## config.mk

```make
export PLATFORM = sky130hd
export DESIGN_NAME = alu_logical_seq
export DESIGN_NICKNAME = d
export VERILOG_FILES = /design/src/rtl/alu_logical_seq.sv
export SDC_FILE = /design/constraint.sdc
export NUM_CORES = 1
export LEC_CHECK = 0
export ABC_AREA = 1
export CORE_MARGIN = 3
export CORE_UTILIZATION = 45
export CTS_BUF_LIST = sky130_fd_sc_hd__clkbuf_8
export DETAILED_ROUTE_END_ITERATION = 7
export PLACE_DENSITY = 0.67
export SLEW_MARGIN = 20
export SYNTH_ARGS = -nofsm -noshare
export SYNTH_HDL_FRONTEND = slang
export SYNTH_SLANG_ARGS = --single-unit
```

## constraint.sdc

```tcl
create_clock -name clk -period 3.7 [get_ports clk]
set_input_delay 0.74 -clock clk [delete_from_list [all_inputs] [get_ports clk]]
set_output_delay 0.74 -clock clk [all_outputs]
set_load 0.05 [all_outputs]
```

## src/rtl/alu_logical_seq.sv

```systemverilog
// Handshaked logical/shift ALU: logical ops complete in one cycle, shifts use an
// iterative shifter moving up to SHIFT_STEP bits per cycle. One op in flight.
module alu_logical_seq #(
   parameter int WIDTH      = 32,
   parameter int SHIFT_STEP = 4
) (
   input  logic             clk,
   input  logic             rst_n,
   input  logic             in_valid,
   output logic             in_ready,
   input  logic [WIDTH-1:0] in1,
   input  logic [WIDTH-1:0] in2,
   input  logic [2:0]       sel,
   output logic             out_valid,
   input  logic             out_ready,
   output logic [WIDTH-1:0] out,
   output logic             zero,
   output logic             busy
);
   localparam int SAW = $clog2(WIDTH);
   localparam logic [SAW:0] STEP_W = (SAW+1)'(SHIFT_STEP);

   localparam logic [1:0] S_IDLE  = 2'd0;
   localparam logic [1:0] S_SHIFT = 2'd1;
   localparam logic [1:0] S_DONE  = 2'd2;

   logic [1:0]       state_q, state_d;
   logic [1:0]       op_q, op_d;
   logic [SAW-1:0]   rem_q, rem_d;
   logic [WIDTH-1:0] work_q, work_d;
   logic [WIDTH-1:0] out_q, out_d;
   logic             zero_q, zero_d;

   logic [SAW-1:0]   amt;
   logic [SAW-1:0]   rem_nxt;
   logic [WIDTH-1:0] shifted;
   logic [WIDTH-1:0] logic_res;

   function automatic logic [WIDTH-1:0] logic_op(input logic [1:0] op,
                                                 input logic [WIDTH-1:0] a,
                                                 input logic [WIDTH-1:0] b);
      case (op)
         2'b00:   return a & b;
         2'b01:   return a | b;
         2'b10:   return a ^ b;
         default: return ~(a | b);
      endcase
   endfunction

   // Arithmetic shifts keep the MSB in place, so repeated SRA steps preserve the original sign fill.
   function automatic logic [WIDTH-1:0] shift_by(input logic [1:0] op,
                                                 input logic [WIDTH-1:0] v,
                                                 input logic [SAW-1:0] n);
      logic [2*WIDTH-1:0] dbl;
      dbl = {v, v} << n;
      case (op)
         2'b00:   return $unsigned($signed(v) >>> n);
         2'b01:   return v >> n;
         2'b10:   return v << n;
         default: return dbl[2*WIDTH-1:WIDTH];
      endcase
   endfunction

   always_comb begin
      if ({1'b0, rem_q} < STEP_W) amt = rem_q;
      else                        amt = SAW'(SHIFT_STEP);
      rem_nxt   = rem_q - amt;
      shifted   = shift_by(op_q, work_q, amt);
      logic_res = logic_op(sel[1:0], in1, in2);
   end

   always_comb begin
      state_d = state_q;
      op_d    = op_q;
      rem_d   = rem_q;
      work_d  = work_q;
      out_d   = out_q;
      zero_d  = zero_q;
      case (state_q)
         S_IDLE: begin
            if (in_valid) begin
               op_d  = sel[1:0];
               rem_d = in2[SAW-1:0];
               if (!sel[2]) begin
                  out_d   = logic_res;
                  zero_d  = (logic_res == '0);
                  state_d = S_DONE;
               end else if (in2[SAW-1:0] == '0) begin
                  out_d   = in1;
                  zero_d  = (in1 == '0);
                  state_d = S_DONE;
               end else begin
                  work_d  = in1;
                  state_d = S_SHIFT;
               end
            end
         end
         S_SHIFT: begin
            work_d = shifted;
            rem_d  = rem_nxt;
            // Only the final shift result is published to out.
            if (rem_nxt == '0) begin
               out_d   = shifted;
               zero_d  = (shifted == '0);
               state_d = S_DONE;
            end
         end
         S_DONE: begin
            if (out_ready) state_d = S_IDLE;
         end
         default: state_d = S_IDLE;
      endcase
   end

   always_ff @(posedge clk) begin
      if (!rst_n) begin
         state_q <= S_IDLE;
         out_q   <= '0;
         zero_q  <= 1'b0;
      end else begin
         state_q <= state_d;
         out_q   <= out_d;
         zero_q  <= zero_d;
      end
   end

   always_ff @(posedge clk) begin
      op_q   <= op_d;
      rem_q  <= rem_d;
      work_q <= work_d;
   end

   assign in_ready  = (state_q == S_IDLE);
   assign out_valid = (state_q == S_DONE);
   assign busy      = (state_q == S_SHIFT) || (state_q == S_DONE);
   assign out       = out_q;
   assign zero      = zero_q;
endmodule

```

==> summary.md <==
| Metric | Value |
|---|---|
| Outcome | `complete, no violations` |
| Slowest-stage cell, CP | `nor2_2` |
| Max IR drop VDD | `0.3480 mV` |
| Worst Tran Pin Value | `0.9294 ns` |
| Wirelength per Cell | `17.42 um` |
| Routability cong. | `0.9567` |
| Post-synthesis cell type count | `38` |
| Clk_lat worst skew | `0.34 ns` |
| Area grow syn2layout | `16.88%` |
| Via Count | `9,339` |
| Largest stage delay on the critical path | `0.52 ns` |
| Pleak | `4.376 nW` |
| Post-synthesis xor/xnor area fraction | `0` |
| Clk buf depth | `2` |
| Simple-Gate Fraction of Synth Area | `0.3934` |
| Setup violations, final | `0` |
| Fin crit period | `3.147 ns` |
| Vias in the first global route | `8,283` |
| Full die area | `19,750 sq um` |
| Pwr Total | `6.277 mW` |
| RSZ-0062 raised after global routing | `false` |
| Hold_sp | `out[25]` |
| R2r startpoint | `rem_q[3]` |
| Switching share of total power | `0.5449` |
| DR vias/cell | `5.729` |
| TritonRoute pass-1 iters | `7` |
| Synth Area per Inst | `6.088 sq um` |
| Seq pwr share | `0.240` |
| First-pass GRT wire length | `44,570 um` |
| Crit path from | `rem_q[3]` |
| WP data arrival | `3.42 ns` |
| Core ar. | `17,540 sq um` |
| Starting Density | `0.4645` |
| Worst setup SP type | `flip-flop` |
| CTS H-tree lvls | `3` |
| Initial antenna violation count | `0` |
| Die width | `140.5 um` |
| Post-route clock period utilization | `0.8504` |
| CTS Hold Bufs | `0` |
| Layout cells sized above 1 | `0.03986` |
| Antenna diodes | `0` |
| Clk pwr share | `0.107` |
| Post-CTS setup buffers | `0` |
| Share of the synthesized area in the top cell type | `0.1770` |
| Remaining Overflow, GRT | `0` |
| Max-cap violations | `0` |
| PD cells | `659.3 nW/um^2` |
| Max Fclk | `0.3178 GHz` |
| Largest family of logic cells by synthesized area | `simple AND/OR/NAND/NOR gates` |
| Area contributors post-synth | `nand2_1 (18%), edfxtp_1 (14%), ha_1 (10%), nand3_1 (10%), dfxtp_1 (8.6%)` |
| Synth Area in Adders | `0.1045` |
| Post-synthesis compound-gate area fraction | `0.1505` |
| CTS buffer count | `9` |
| Comb power frac | `0.653` |
| PostCTS Resize Cnt | `0` |
| Clock slew at reported path FFs | `0.08 ns` |
| Crit-path leading delay family | `simple AND/OR/NAND/NOR gates` |
| Die Y-Extent | `140.5 um` |
| Net Sw Power | `3.420 mW` |
| Nets | `1,539` |
| Endpoints failing hold | `0` |
| Post-DP HPWL | `22,020 um` |
| Cell taking the most area after synthesis | `nand2_1` |
| Antenna-violating nets left | `0` |
| Layout Cells excl Fill | `1,630` |
| Largest net degree at the start of global routing | `63` |
| #FFs+latches synth | `74` |
| Critical Path Fanout Max | `32` |
| Fin. max-slew vios | `0` |
| Yosys warns | `0` |
| Port bufs | `106` |
| Mapped cell area | `8145 sq um` |
| TritonCTS clock tree | `done` |
| Mux cell area share after synthesis | `0` |
| Hold Crit Class | `flip-flop to flip-flop` |
| Placed cell areas | `9313 sq um` |
| CTS sink count | `74` |
| Synthesized net count | `1,477` |
| WP data required | `3.97 ns` |
| Int Pwr | `2.857 mW` |
| Critical Path End Type | `flip-flop` |
| Critical path class | `flip-flop to flip-flop` |
| Inst Count DP | `1,614` |
| Crit-path cells | `nor2_8 -> nand2_4 -> nor2_2 -> buf_12 -> nand3_1 -> nand2_1 -> nor2_1 -> a21oi_1 -> nand2_1 -> nor2_1 -> nand2_1 -> nor2_1 -> nand3_1 -> a21oi_1` |
| Remaining DRCs | `0` |
| Initial DRC count | `1,071` |
| Skew final | `0.01346 ns` |
| Register area share after synthesis | `0.2298` |
| Final wirelength | `28,400 um` |
| Total GRT Usage | `0.2786` |
| Max-slew headroom | `0.3797` |
| I/O pin total | `107` |
| Setup TNS | `0 ns` |
| Post-route cell area | `9520 sq um` |
| Row count | `48` |
| Post-Syn Instances | `1,338` |
| Worst path bufs/invs | `1` |
| Root Driver | `clkbuf_8` |
-- through the flow --
step	worst slack [ns]	hold slack, ns	util
finish	0.5534	0.4668	0.5429
global route	0.2934	0.4862	0.5429
CTS	0.6302	0.4678	0.5429
detailed placement	0.6122	0.4556	0.5310
global placement	0.6475	0.4551	0.5310
floorplan	0.5573	0.5308	-
-- flip-flops by register name, summed over array words and instances (netlist names) --
name	count
zero	1
rem_q	5
out	32
state_q	2
op_q	2
work_q	32
-- cell type report --
class,instances,area [sq um]
clock buffers,9,123.9
clock inverters,7,83.83
fillers,1849,8016
inverters,156,585.6
multi-input cells,1027,5293
flip-flops and latches,74,1872
well taps,225,281.5
repair buffers,132,1281
-- power groups by stage --
stage | Combinational, mW | Sequential [mW] | Clock [mW]
floorplan | 2.41 | 1.92 | 0
global placement | 4.01 | 1.51 | 0
detailed placement | 4.02 | 1.51 | 0
CTS | 4.04 | 1.50 | 0.683
global route | 4.48 | 1.54 | 0.716
finish | 4.10 | 1.51 | 0.671
-- cell usage in the layout, fill, tap and decap left out, drive strengths merged, types with 9 or more instances in the layout --
cell type / count
a31oi: 17
clkdlybuf4s50: 106
nor2: 112
buf: 26
ha: 68
nor3: 11
o211ai: 27
nand3: 166
nand2: 387
nand4: 44
clkbuf: 9
o21ai: 132
dfxtp: 35
a21oi: 37
edfxtp: 39
inv: 155
-- tightest hold or removal path, cell delays in order, from the launching register on --
cell,delay (ns)
dfxtp_1,0.31
nand2_1,0.06
a21oi_1,0.05
-- cell usage after synthesis --
library cell,n
and2_1,1
buf_2,31
o21ai_0,128
a211oi_1,3
clkinv_1,1
buf_6,1
nand4_1,43
nand3_4,1
edfxtp_1,39
nand4_4,1
buf_4,14
ha_1,68
nor3b_1,1
nor2_4,1
conb_1,1
o21ai_2,1
o211ai_1,27
a31oi_1,17
dfxtp_1,35
o21bai_1,1
clkbuf_1,30
nand3_1,165
inv_2,3
o21ai_1,3
nor4_1,7
inv_1,152
nor2_1,108
nand2_1,384
nor2_8,1
a21oi_1,37
nand2_2,2
nor3_1,11
buf_1,5
o22ai_1,6
nand2_4,1
nor2_2,2
or2_2,1
nand3b_1,5
-- cells by family after synthesis --
family / Yosys count
other: 1
AOI/OAI and AO/OA: 223
adders and majority gates: 68
and+or+nand+nor: 735
DFF: 74
buffers and inverters: 237
-- per-layer routing --
layer | share of wire | track usage | wire length (um) | vias up
met5 | 0 | 0 | 0 | -
met3 | 0.085 | 0.03585 | 2413 | 44
met1 | 0.46 | 0.4220 | 13100 | 4253
met4 | 0.023 | 0.06374 | 644 | 0
met2 | 0.43 | 0.4204 | 12240 | 466
li1 | - | - | - | 4576
-- path summary, 6_finish.rpt --
path         slack, ns  endpoint  depth (start not counted)
min               0.47   out[25]                          2
max               0.55      zero                         14
max reg2reg       0.55      zero                         14
min reg2reg       0.47   out[25]                          2
Note: power is estimated with default switching activity, not from simulation.
